<file path="config.mk">
export PLATFORM = sky130hd
export DESIGN_NAME = regfile_wb_arbiter_flat
export DESIGN_NICKNAME = d
export VERILOG_FILES = /design/src/rtl/regfile_wb_arbiter_if.sv /design/src/rtl/regfile_wb_arbiter.sv /design/src/flat_wrapper.sv
export SDC_FILE = /design/constraint.sdc
export NUM_CORES = 1
export LEC_CHECK = 0
export BUFFER_PORTS_ARGS = -buffer_cell sky130_fd_sc_hd__buf_2
export CORE_UTILIZATION = 42
export DETAILED_ROUTE_END_ITERATION = 8
export PLACE_DENSITY = 0.87
export SLEW_MARGIN = 20
export SYNTH_ARGS = -nofsm -noshare
export SYNTH_HDL_FRONTEND = slang
export SYNTH_SLANG_ARGS = --single-unit
export TNS_END_PERCENT = 50
</file>
<file path="constraint.sdc">
create_clock -name i_clk -period 1.6 [get_ports i_clk]
set_input_delay 0.08 -clock i_clk [delete_from_list [all_inputs] [get_ports i_clk]]
set_output_delay 0.08 -clock i_clk [all_outputs]
set_load 0.005 [all_outputs]
</file>
<file path="src/rtl/regfile_wb_arbiter_if.sv">
// regfile_wb_arbiter_if: writeback requester handshakes plus the regfile write port.
interface regfile_wb_arbiter_if #(parameter int DATA_W = 32, parameter int ADDR_W = 5);
    logic              i_req0_valid;
    logic              o_req0_ready;
    logic [ADDR_W-1:0] i_req0_addr;
    logic [DATA_W-1:0] i_req0_data;
    logic              i_req1_valid;
    logic              o_req1_ready;
    logic [ADDR_W-1:0] i_req1_addr;
    logic [DATA_W-1:0] i_req1_data;
    logic [ADDR_W-1:0] o_rd_addr;
    logic [DATA_W-1:0] o_rd_data;
    logic              o_rd_wren;
    logic              o_init_done;
    logic              o_grant_id;
    modport slave (
        input  i_req0_valid, i_req0_addr, i_req0_data, i_req1_valid, i_req1_addr, i_req1_data,
        output o_req0_ready, o_req1_ready, o_rd_addr, o_rd_data, o_rd_wren, o_init_done, o_grant_id
    );
    modport master (
        output i_req0_valid, i_req0_addr, i_req0_data, i_req1_valid, i_req1_addr, i_req1_data,
        input  o_req0_ready, o_req1_ready, o_rd_addr, o_rd_data, o_rd_wren, o_init_done, o_grant_id
    );
endinterface

</file>
<file path="src/rtl/regfile_wb_arbiter.sv">
// regfile_wb_arbiter: zero-fills x1..x31 after reset, then arbitrates two writeback requesters onto the regfile write port.
// Define WB_ROUND_ROBIN_EN for round-robin arbitration; otherwise req0 has fixed priority.
module regfile_wb_arbiter #(
    parameter int DATA_W   = 32,
    parameter int ADDR_W   = 5,
    parameter int NUM_REGS = 32
) (
    input logic i_clk,
    input logic i_reset,
    regfile_wb_arbiter_if.slave bus
);
    typedef enum logic {INIT, RUN} state_t;
    localparam logic [ADDR_W-1:0] LAST = ADDR_W'(NUM_REGS - 1);
    state_t            state_q, state_d;
    logic [ADDR_W-1:0] cnt_q, cnt_d;
    logic              prefer1, gnt0, gnt1, xfer;
    logic [ADDR_W-1:0] sel_addr;
    logic [DATA_W-1:0] sel_data;
`ifdef WB_ROUND_ROBIN_EN
    // Holds the requester to favour at the next contention: the one not granted last.
    logic ptr_q;
    assign prefer1 = ptr_q;
    always_ff @(posedge i_clk) begin
        if (i_reset) ptr_q <= 1'b0;
        else if (xfer) ptr_q <= gnt0;
    end
`else
    assign prefer1 = 1'b0;
`endif
    always_comb begin
        state_d  = (state_q == INIT && cnt_q == LAST) ? RUN : state_q;
        cnt_d    = (state_q == INIT && cnt_q != LAST) ? cnt_q + ADDR_W'(1) : cnt_q;
        gnt0     = state_q == RUN && bus.i_req0_valid && !(bus.i_req1_valid && prefer1);
        gnt1     = state_q == RUN && bus.i_req1_valid && !(bus.i_req0_valid && !prefer1);
        xfer     = gnt0 | gnt1;
        sel_addr = gnt1 ? bus.i_req1_addr : bus.i_req0_addr;
        sel_data = gnt1 ? bus.i_req1_data : bus.i_req0_data;
    end
    assign bus.o_req0_ready = gnt0;
    assign bus.o_req1_ready = gnt1;
    always_ff @(posedge i_clk) begin
        if (i_reset) begin
            state_q <= INIT;
            cnt_q   <= ADDR_W'(1);
        end else begin
            state_q <= state_d;
            cnt_q   <= cnt_d;
        end
    end
    always_ff @(posedge i_clk) begin
        if (i_reset) begin
            bus.o_rd_addr   <= '0;
            bus.o_rd_data   <= '0;
            bus.o_rd_wren   <= 1'b0;
            bus.o_grant_id  <= 1'b0;
            bus.o_init_done <= 1'b0;
        end else if (state_q == INIT) begin
            bus.o_rd_addr <= cnt_q;
            bus.o_rd_data <= '0;
            bus.o_rd_wren <= 1'b1;
        end else begin
            bus.o_init_done <= 1'b1;
            // x0 writes are accepted but never reach the regfile
            bus.o_rd_wren   <= xfer && sel_addr != '0;
            if (xfer) begin
                bus.o_rd_addr  <= sel_addr;
                bus.o_rd_data  <= sel_data;
                bus.o_grant_id <= gnt1;
            end
        end
    end
endmodule

</file>
<file path="src/flat_wrapper.sv">
// flat-port wrapper written by rule: the top's interface ports become plain ports
module regfile_wb_arbiter_flat 
#(
    parameter int DATA_W   = 32,
    parameter int ADDR_W   = 5,
    parameter int NUM_REGS = 32
)
  (i_clk, i_reset, bus_i_req0_valid, bus_i_req0_addr, bus_i_req0_data, bus_i_req1_valid, bus_i_req1_addr, bus_i_req1_data, bus_o_req0_ready, bus_o_req1_ready, bus_o_rd_addr, bus_o_rd_data, bus_o_rd_wren, bus_o_init_done, bus_o_grant_id);
  regfile_wb_arbiter_if #(.DATA_W(DATA_W), .ADDR_W(ADDR_W)) bus_i ();
  input logic i_clk;
  input logic i_reset;
  input wire logic [$bits(bus_i.i_req0_valid)-1:0] bus_i_req0_valid;
  input wire logic [$bits(bus_i.i_req0_addr)-1:0] bus_i_req0_addr;
  input wire logic [$bits(bus_i.i_req0_data)-1:0] bus_i_req0_data;
  input wire logic [$bits(bus_i.i_req1_valid)-1:0] bus_i_req1_valid;
  input wire logic [$bits(bus_i.i_req1_addr)-1:0] bus_i_req1_addr;
  input wire logic [$bits(bus_i.i_req1_data)-1:0] bus_i_req1_data;
  output wire logic [$bits(bus_i.o_req0_ready)-1:0] bus_o_req0_ready;
  output wire logic [$bits(bus_i.o_req1_ready)-1:0] bus_o_req1_ready;
  output wire logic [$bits(bus_i.o_rd_addr)-1:0] bus_o_rd_addr;
  output wire logic [$bits(bus_i.o_rd_data)-1:0] bus_o_rd_data;
  output wire logic [$bits(bus_i.o_rd_wren)-1:0] bus_o_rd_wren;
  output wire logic [$bits(bus_i.o_init_done)-1:0] bus_o_init_done;
  output wire logic [$bits(bus_i.o_grant_id)-1:0] bus_o_grant_id;
  assign bus_i.i_req0_valid = bus_i_req0_valid;
  assign bus_i.i_req0_addr = bus_i_req0_addr;
  assign bus_i.i_req0_data = bus_i_req0_data;
  assign bus_i.i_req1_valid = bus_i_req1_valid;
  assign bus_i.i_req1_addr = bus_i_req1_addr;
  assign bus_i.i_req1_data = bus_i_req1_data;
  assign bus_o_req0_ready = bus_i.o_req0_ready;
  assign bus_o_req1_ready = bus_i.o_req1_ready;
  assign bus_o_rd_addr = bus_i.o_rd_addr;
  assign bus_o_rd_data = bus_i.o_rd_data;
  assign bus_o_rd_wren = bus_i.o_rd_wren;
  assign bus_o_init_done = bus_i.o_init_done;
  assign bus_o_grant_id = bus_i.o_grant_id;
  regfile_wb_arbiter #(.DATA_W(DATA_W), .ADDR_W(ADDR_W), .NUM_REGS(NUM_REGS)) u_core (.i_clk(i_clk), .i_reset(i_reset), .bus(bus_i));
endmodule
</file>
==> results.md, run 1 <==
- Status: complete, no violations
- Total power draw: 0.002043 W
- Input/output buffers: 119
- Final setup TNS: 0 ps
- Synthesis Warnings: 0
- Post-synthesis sequential area ratio: 0.3769
- Clock Tree Buf Depth: 2
- Worst-Skew Late Latency: 290 ps
- Area delta synth->final: 27.34%
- DR DRC count: 0
- Switching share of power: 0.2286
- # nets final: 452
- Drt wl/cell: 12.89 um
- RePlAce Congestion: 0.7938
- Die W: 78.28 um
- Die height: 78.28 um
- Final Instance Area: 3112 um^2
- Worst vdd ir: 0.0003762 V
- #FFs+latches synth: 46
- Worst Path Max Fanout: 4
- Rel. slew slack: 0.7786
- Setup bufs post-CTS: 0
- Final ANT Viol Nets: 0
- Synth top area share: 0.3769
- Hold Fails Final Rpt: 0
- Pins Over Slew Limit: 0
- H-tree lvl count: 2
- CP arrival: 1670 ps
- M3 GR Usage: 0.03721
- Pint: 0.001576 W
- Overflow after GRT: 0
- CTS Sinks: 46
- Comb power frac: 0.100
- Period minus WS final: 1488 ps
- Slowest-stage cell, CP: dfxtp_2
- Most used routing layer: met2
- Synth unique cells: 31
- Worst-Margin Slew: 329.9 ps
- Final Skew: 6.078 ps
- Clk pwr share: 0.323
- Psw: 0.0004669 W
- Cell Chain, Critical Path: ha_1 -> and3_1 -> ha_2 -> nor2_2 -> buf_4 -> xnor2_1 -> nand2b_1
- Top cells by area, synth: dfxtp_1 38%, a311oi_2 20%, nand2_2 7.4%
- Diode count: 0
- Min-Delay Path Depth: 3
- Met1 Resource Use GR: 0.2170
- Vias/cell: 5.106
- DR pass1 iterations: 4
- DR vias: 2267
- DIE AREA: 6127 um^2
- First-pass GRT wire length: 9.480 mm
- Reg power frac: 0.577
- Cell Area, Synth: 2444 um^2
- Hold_ws: 62.67 ps
- Largest net degree at the start of global routing: 35
- Kind of critical path: reg -> reg
- Final worst-path cycle share: 0.9301
- Num CTS Buffers: 5
- Initial drt markers: 69
- PD cells: 656.4 nW/um^2
- Core area: 5540 um^2
- Global Route Usage Sum: 0.1911
- R2r worst-path depth: 7
- Mean area per synthesized cell: 9.471 um^2
- Share of cells above drive strength 1: 0.5430
- P_leak: 1.368 nW
- DRT Wirelength: 5.725 mm
- CP peak stage delay: 350 ps
- CTS tree: done
- WP data required: 1790 ps
- Number of global-route vias before repair: 2206
- Yosys top cell by area: dfxtp_1
- Hpwl dp: 4.284 mm
- Peak Freq: 672.0 MHz
- Met2 usage: 0.3500
- I/O pin count: 120
- Clk root buf: clkbuf_8
- CTS clock-pin slew for the worst setup and hold paths: 80 ps
- Crit. End Element: flop
- Startpoint Class: flop
- Cell count after synthesis: 258
- Worst hold path type: in -> reg
- RSZ-0062 raised after global routing: no
- Starting Density: 0.4411
- Site Rows: 27
- Placed inst area: 3029 um^2
- Max-cap violations: 0
- Post-Syn Nets: 338
- Final setup viols: 0
- Initial antenna violation count: 0
registers in the layout, summed over array words and instances, names as in the netlist:
signal and count:
u_core.bus.o_init_done 1, u_core.state_q 1, u_core.bus.o_grant_id 1, u_core.bus.o_rd_data 32
u_core.bus.o_rd_addr 5, u_core.cnt_q 5, u_core.bus.o_rd_wren 1
final timing paths:
check                         start                      end  slack (ps)
max                 u_core.cnt_q[1]          u_core.cnt_q[0]         110
min              bus_i_req1_data[8]  u_core.bus.o_rd_data[8]          60
max reg2reg         u_core.cnt_q[1]          u_core.cnt_q[0]         110
min reg2reg  u_core.bus.o_init_done   u_core.bus.o_init_done         470
layout make-up:
cell class / instances / area (um^2)
fill: 511 / 2429
multi-input combinational: 187 / 1309
sequential: 46 / 922.1
timing repair buffer: 129 / 695.7
tap: 72 / 90.09
clock buffer: 7 / 76.32
inverter: 3 / 18.77
layer usage:
metal / routed length (um) / up-vias
li1: - / 1116
met3: 330 / 9
met4: 68 / 0
met5: 0 / -
met1: 2447 / 1060
met2: 2879 / 82
cells by family after synthesis:
kind of cell,after synthesis,synth area share
xor+xnor,3,0.01075
mux,9,0.03687
compound gates,47,0.2335
fa+ha+maj,2,0.01024
flops,46,0.3769
simple gates,126,0.2407
buf+inv,25,0.09114
critical path, delay by kind of cell, from the launching register on:
family	cells	cell delay, ps
flip-flops	1	350
buffers and inverters	1	150
adder cells (fa/ha/maj)	2	370
XOR/XNOR	1	110
AND/OR/NAND/NOR	3	400
synthesized netlist by cell type, drive strengths merged:
| master | count |
|---|---|
| nor3 | 3 |
| a21oi | 4 |
| and3 | 1 |
| a311oi | 32 |
| xor2 | 2 |
| o221ai | 2 |
| clkbuf | 3 |
| xnor2 | 1 |
| inv | 3 |
| nor2b | 2 |
| nor2 | 41 |
| o21ai | 6 |
| dfxtp | 46 |
| nand4 | 1 |
| mux2i | 9 |
| nand3b | 1 |
| o21a | 2 |
| ha | 2 |
| nand3 | 2 |
| and2 | 1 |
| buf | 19 |
| o211ai | 1 |
| nand2 | 71 |
| nand2b | 3 |
layout by cell type, fill, tap and decap left out, types with 2 or more instances in the layout:
cell type  instances
a311oi_2          32
dfxtp_1           45
o221ai_1           2
nand2_1           42
nor3_1             3
xor2_1             2
a21oi_1            4
nand3_1            2
buf_4              8
mux2i_1            9
clkbuf_8           5
buf_2            119
nor2b_1            2
nand2_2           29
nor2_1            40
clkbuf_1           2
buf_12             2
inv_1              2
nand2b_1           2
o21ai_0            5
power by group through the flow:
stage | Sequential, W | Combinational [W] | Clock [W]
finish | 0.00118 | 0.000204 | 0.000660
global route | 0.00118 | 0.000226 | 0.000739
CTS | 0.00118 | 0.000204 | 0.000696
detailed placement | 0.00120 | 0.000204 | 0
global placement | 0.00120 | 0.000200 | 0
floorplan | 0.00120 | 0.0000824 | 0
timing repair:
item / CTS / global route
resized for setup: 0 / 3
endpoints found under the setup margin: 0 / 2
hold buffers: 0 / 0
metrics by stage:
stage	cells	util	setup slack, ps
after global placement	437	0.5467	143.7
after CTS	444	0.5605	16.13
after detailed placement	437	0.5467	34.93
after floorplan	258	-	11.79
after global routing	444	0.5617	30.64
final	444	0.5617	111.8
(Power assumes the default switching activity.)
==> run 2, diff against run 1 <==
Settings changed: BUFFER_PORTS_ARGS -buffer_cell sky130_fd_sc_hd__buf_2 to unset, CORE_MARGIN set to 5, CORE_UTILIZATION 42 to 43, DONT_BUFFER_PORTS set to 1, PLACE_DENSITY 0.87 to 0.7.
==> run 2 against run 1 <==
The run now ends with hold timing left. Cell count down 11%. Critical path depth is the same. Count of clock-buffer cells in the layout did not move. Largest cell class unchanged. Highest routed layer unchanged.
==> results.md, run 2 (synthesized netlist as in run 1, its figures left out) <==
- Status: complete, but fails checks
- Violated checks: hold timing
- Largest net degree at the start of global routing: 37 (+5.7%)
- Regs by FF count: u_core.bus.o_rd_data x32, u_core.bus.o_rd_addr x5, u_core.cnt_q x5
- Number of global-route vias before repair: 2067 (-6.3%)
- CTS tree: done
- Place WS: 16.28 ps (-18.65 ps)
- Max-cap violations: 0 (unchanged)
- Highest Signal Layer: met4
- Share of cells above drive strength 1: 0.2601 (-0.2829)
- Final Skew: 4.286 ps (-1.792 ps)
- WP data required: 1790 ps (about the same)
- Period minus WS final: 1532 ps (+43.99 ps)
- Drt wl/cell: 16.96 um (+32%)
- Placed inst area: 2434 um^2 (-20%)
- PnR worst setup slack: 67.84 ps (-43.99 ps)
- Max reg flops: 32 (unchanged)
- Most frequent cells in the layout: 69 x dlygate4sd3_1, 45 x dfxtp_1, 42 x nand2_1
- Kind of critical path: reg -> reg
- Core area: 5507 um^2 (-0.61%)
- M1 WL: 2.648 mm (+8.2%)
- PD cells: 658.3 nW/um^2 (+0.29%)
- Hold Fails Final Rpt: 9 (+9)
- R2r worst-path depth: 7 (unchanged)
- P_leak: 1.149 nW (-16%)
- Worst-Skew Late Latency: 290 ps (about the same)
- Worst Path Max Fanout: 4 (unchanged)
- Diode count: 0 (unchanged)
- First-pass GRT wire length: 10.38 mm (+9.5%)
- # nets final: 402 (-11%)
- Worst setup startpoint: u_core.cnt_q[0]
- Final ANT Viol Nets: 0 (unchanged)
- DRT Wirelength: 6.701 mm (+17%)
- DR vias: 2089 (-7.9%)
- Startpoint Class: flop
- Met2 wire len: 3.398 mm (+18%)
- Top reg by flops: u_core.bus.o_rd_data
- CTS clock-pin slew for the worst setup and hold paths: 80 ps (about the same)
- Num CTS Buffers: 5 (unchanged)
- Site Rows: 27 (unchanged)
- I/O pin count: 120 (unchanged)
- Vias/cell: 5.289 (+3.6%)
- Peak Freq: 652.7 MHz (-2.9%)
- Worst R2R End: u_core.cnt_q[3]
- Pins Over Slew Limit: 0 (unchanged)
- Initial antenna violation count: 0 (unchanged)
- Worst-Margin Slew: 375.9 ps (+45.91 ps)
- Crit. End Element: flop
- Hpwl dp: 4.111 mm (-4.0%)
- Final Instance Area: 3228 um^2 (+3.7%)
- DR WL met3: 579 um (+75%)
- Clk root buf: clkbuf_8
- DR pass1 iterations: 4 (unchanged)
- Die W: 85.39 um (+9.1%)
- Clock Tree Buf Depth: 2 (unchanged)
- Area delta synth->final: 32.10%
- Hold_ws: -152.3 ps (-215.0 ps)
- Crit path to: u_core.cnt_q[3]
- Rel. slew slack: 0.7477 (-0.03081)
- Finished Layout Cells: 395 (-11%)
- RePlAce Congestion: 0.8415 (+6.0%)
- Fill cells: 452 (-12%)
- Input/output buffers: 0 (-100%)
- Final setup TNS: 0 ps (unchanged)
- CP arrival: 1720 ps (+50 ps)
- Die height: 85.39 um (+9.1%)
- DR DRC count: 0 (unchanged)
- Post-Place Cells: 318 (-27%)
- DIE AREA: 7291 um^2 (+19%)
- Worst hold path type: in -> reg
- Most common cell after layout, fill and taps aside: dlygate4sd3_1
- H-tree lvl count: 2 (unchanged)
- R2R setup slack: 70 ps (-40 ps)
- Critical R2R Launch: u_core.cnt_q[0]
- RSZ-0062 raised after global routing: yes
- Final setup viols: 0 (unchanged)
- Initial drt markers: 43 (-38%)
- CTS Sinks: 46 (unchanged)
- Starting Density: 0.4438 (+0.002706)
- Worst vdd ir: 0.0003502 V (-6.9%)
- Overflow after GRT: 0 (unchanged)
- Final worst-path cycle share: 0.9576 (+0.02749)
- Global Route Usage Sum: 0.1766 (-0.01450)
- Total power draw: 0.002125 W (+4.0%)
==> run 2: how the worst min path moves through the flow <==
stage / startpoint / to / slack, ps / depth (start not counted)
3_3_place_gp: i_reset / u_core.cnt_q[1] / 150 / 1
3_5_place_dp: i_reset / u_core.cnt_q[1] / 150 / 1
6_report: i_reset / u_core.cnt_q[4] / -150 / 1
2_1_floorplan: i_reset / u_core.bus.o_rd_addr[0] / 150 / 1
5_1_grt: i_reset / u_core.cnt_q[4] / -180 / 1
4_1_cts: i_reset / u_core.cnt_q[1] / -170 / 1
==> run 2: stage by stage <==
stage	hold slack [ps]	util
floorplan	151.6	-
global placement	151.5	0.4419
detailed placement	153.3	0.4419
CTS	-166.3	0.5821
global route	-177.0	0.5862
finish	-152.3	0.5862
==> run 2: final cells by class <==
type	count	area (um^2)	area share
Clock buffer	7	86.33	0.02674
Inverter	3	18.77	0.005814
Sequential cell	46	922.1	0.2857
Multi-Input combinational cell	187	1311	0.4062
Clock inverter	1	5.005	0.001550
Timing Repair Buffer	79	794.5	0.2461
Tap cell	72	90.09	0.02791
==> run 2: what timing repair did <==
action	in CTS	in global routing
resized for setup	0	4
hold endpoints to repair	46	10
setup buffers	0	0
hold buffers	68	1
endpoints found under the setup margin	0	8
==> run 2: worst max-delay path, cell delays in order, from the launching register on <==
cell	delay, ps
dfxtp_1	330
ha_1	210
and3_1	190
ha_1	240
nor2_4	140
nand4_1	120
xor2_1	140
nor2_1	50
==> run 2: metal layers <==
metal  GRT usage  vias to the layer above
li1            -                     1019
met2      0.3178                       84
met3     0.06214                        8
met4     0.03741                        0
met1      0.1999                      978
met5           0                        -
==> run 2: report_power, final <==
part	switching, W	internal [W]
sequential	0.0000165	0.00116
clock	0.000371	0.000349
combinational	0.0000765	0.000150
total	0.000464	0.00166
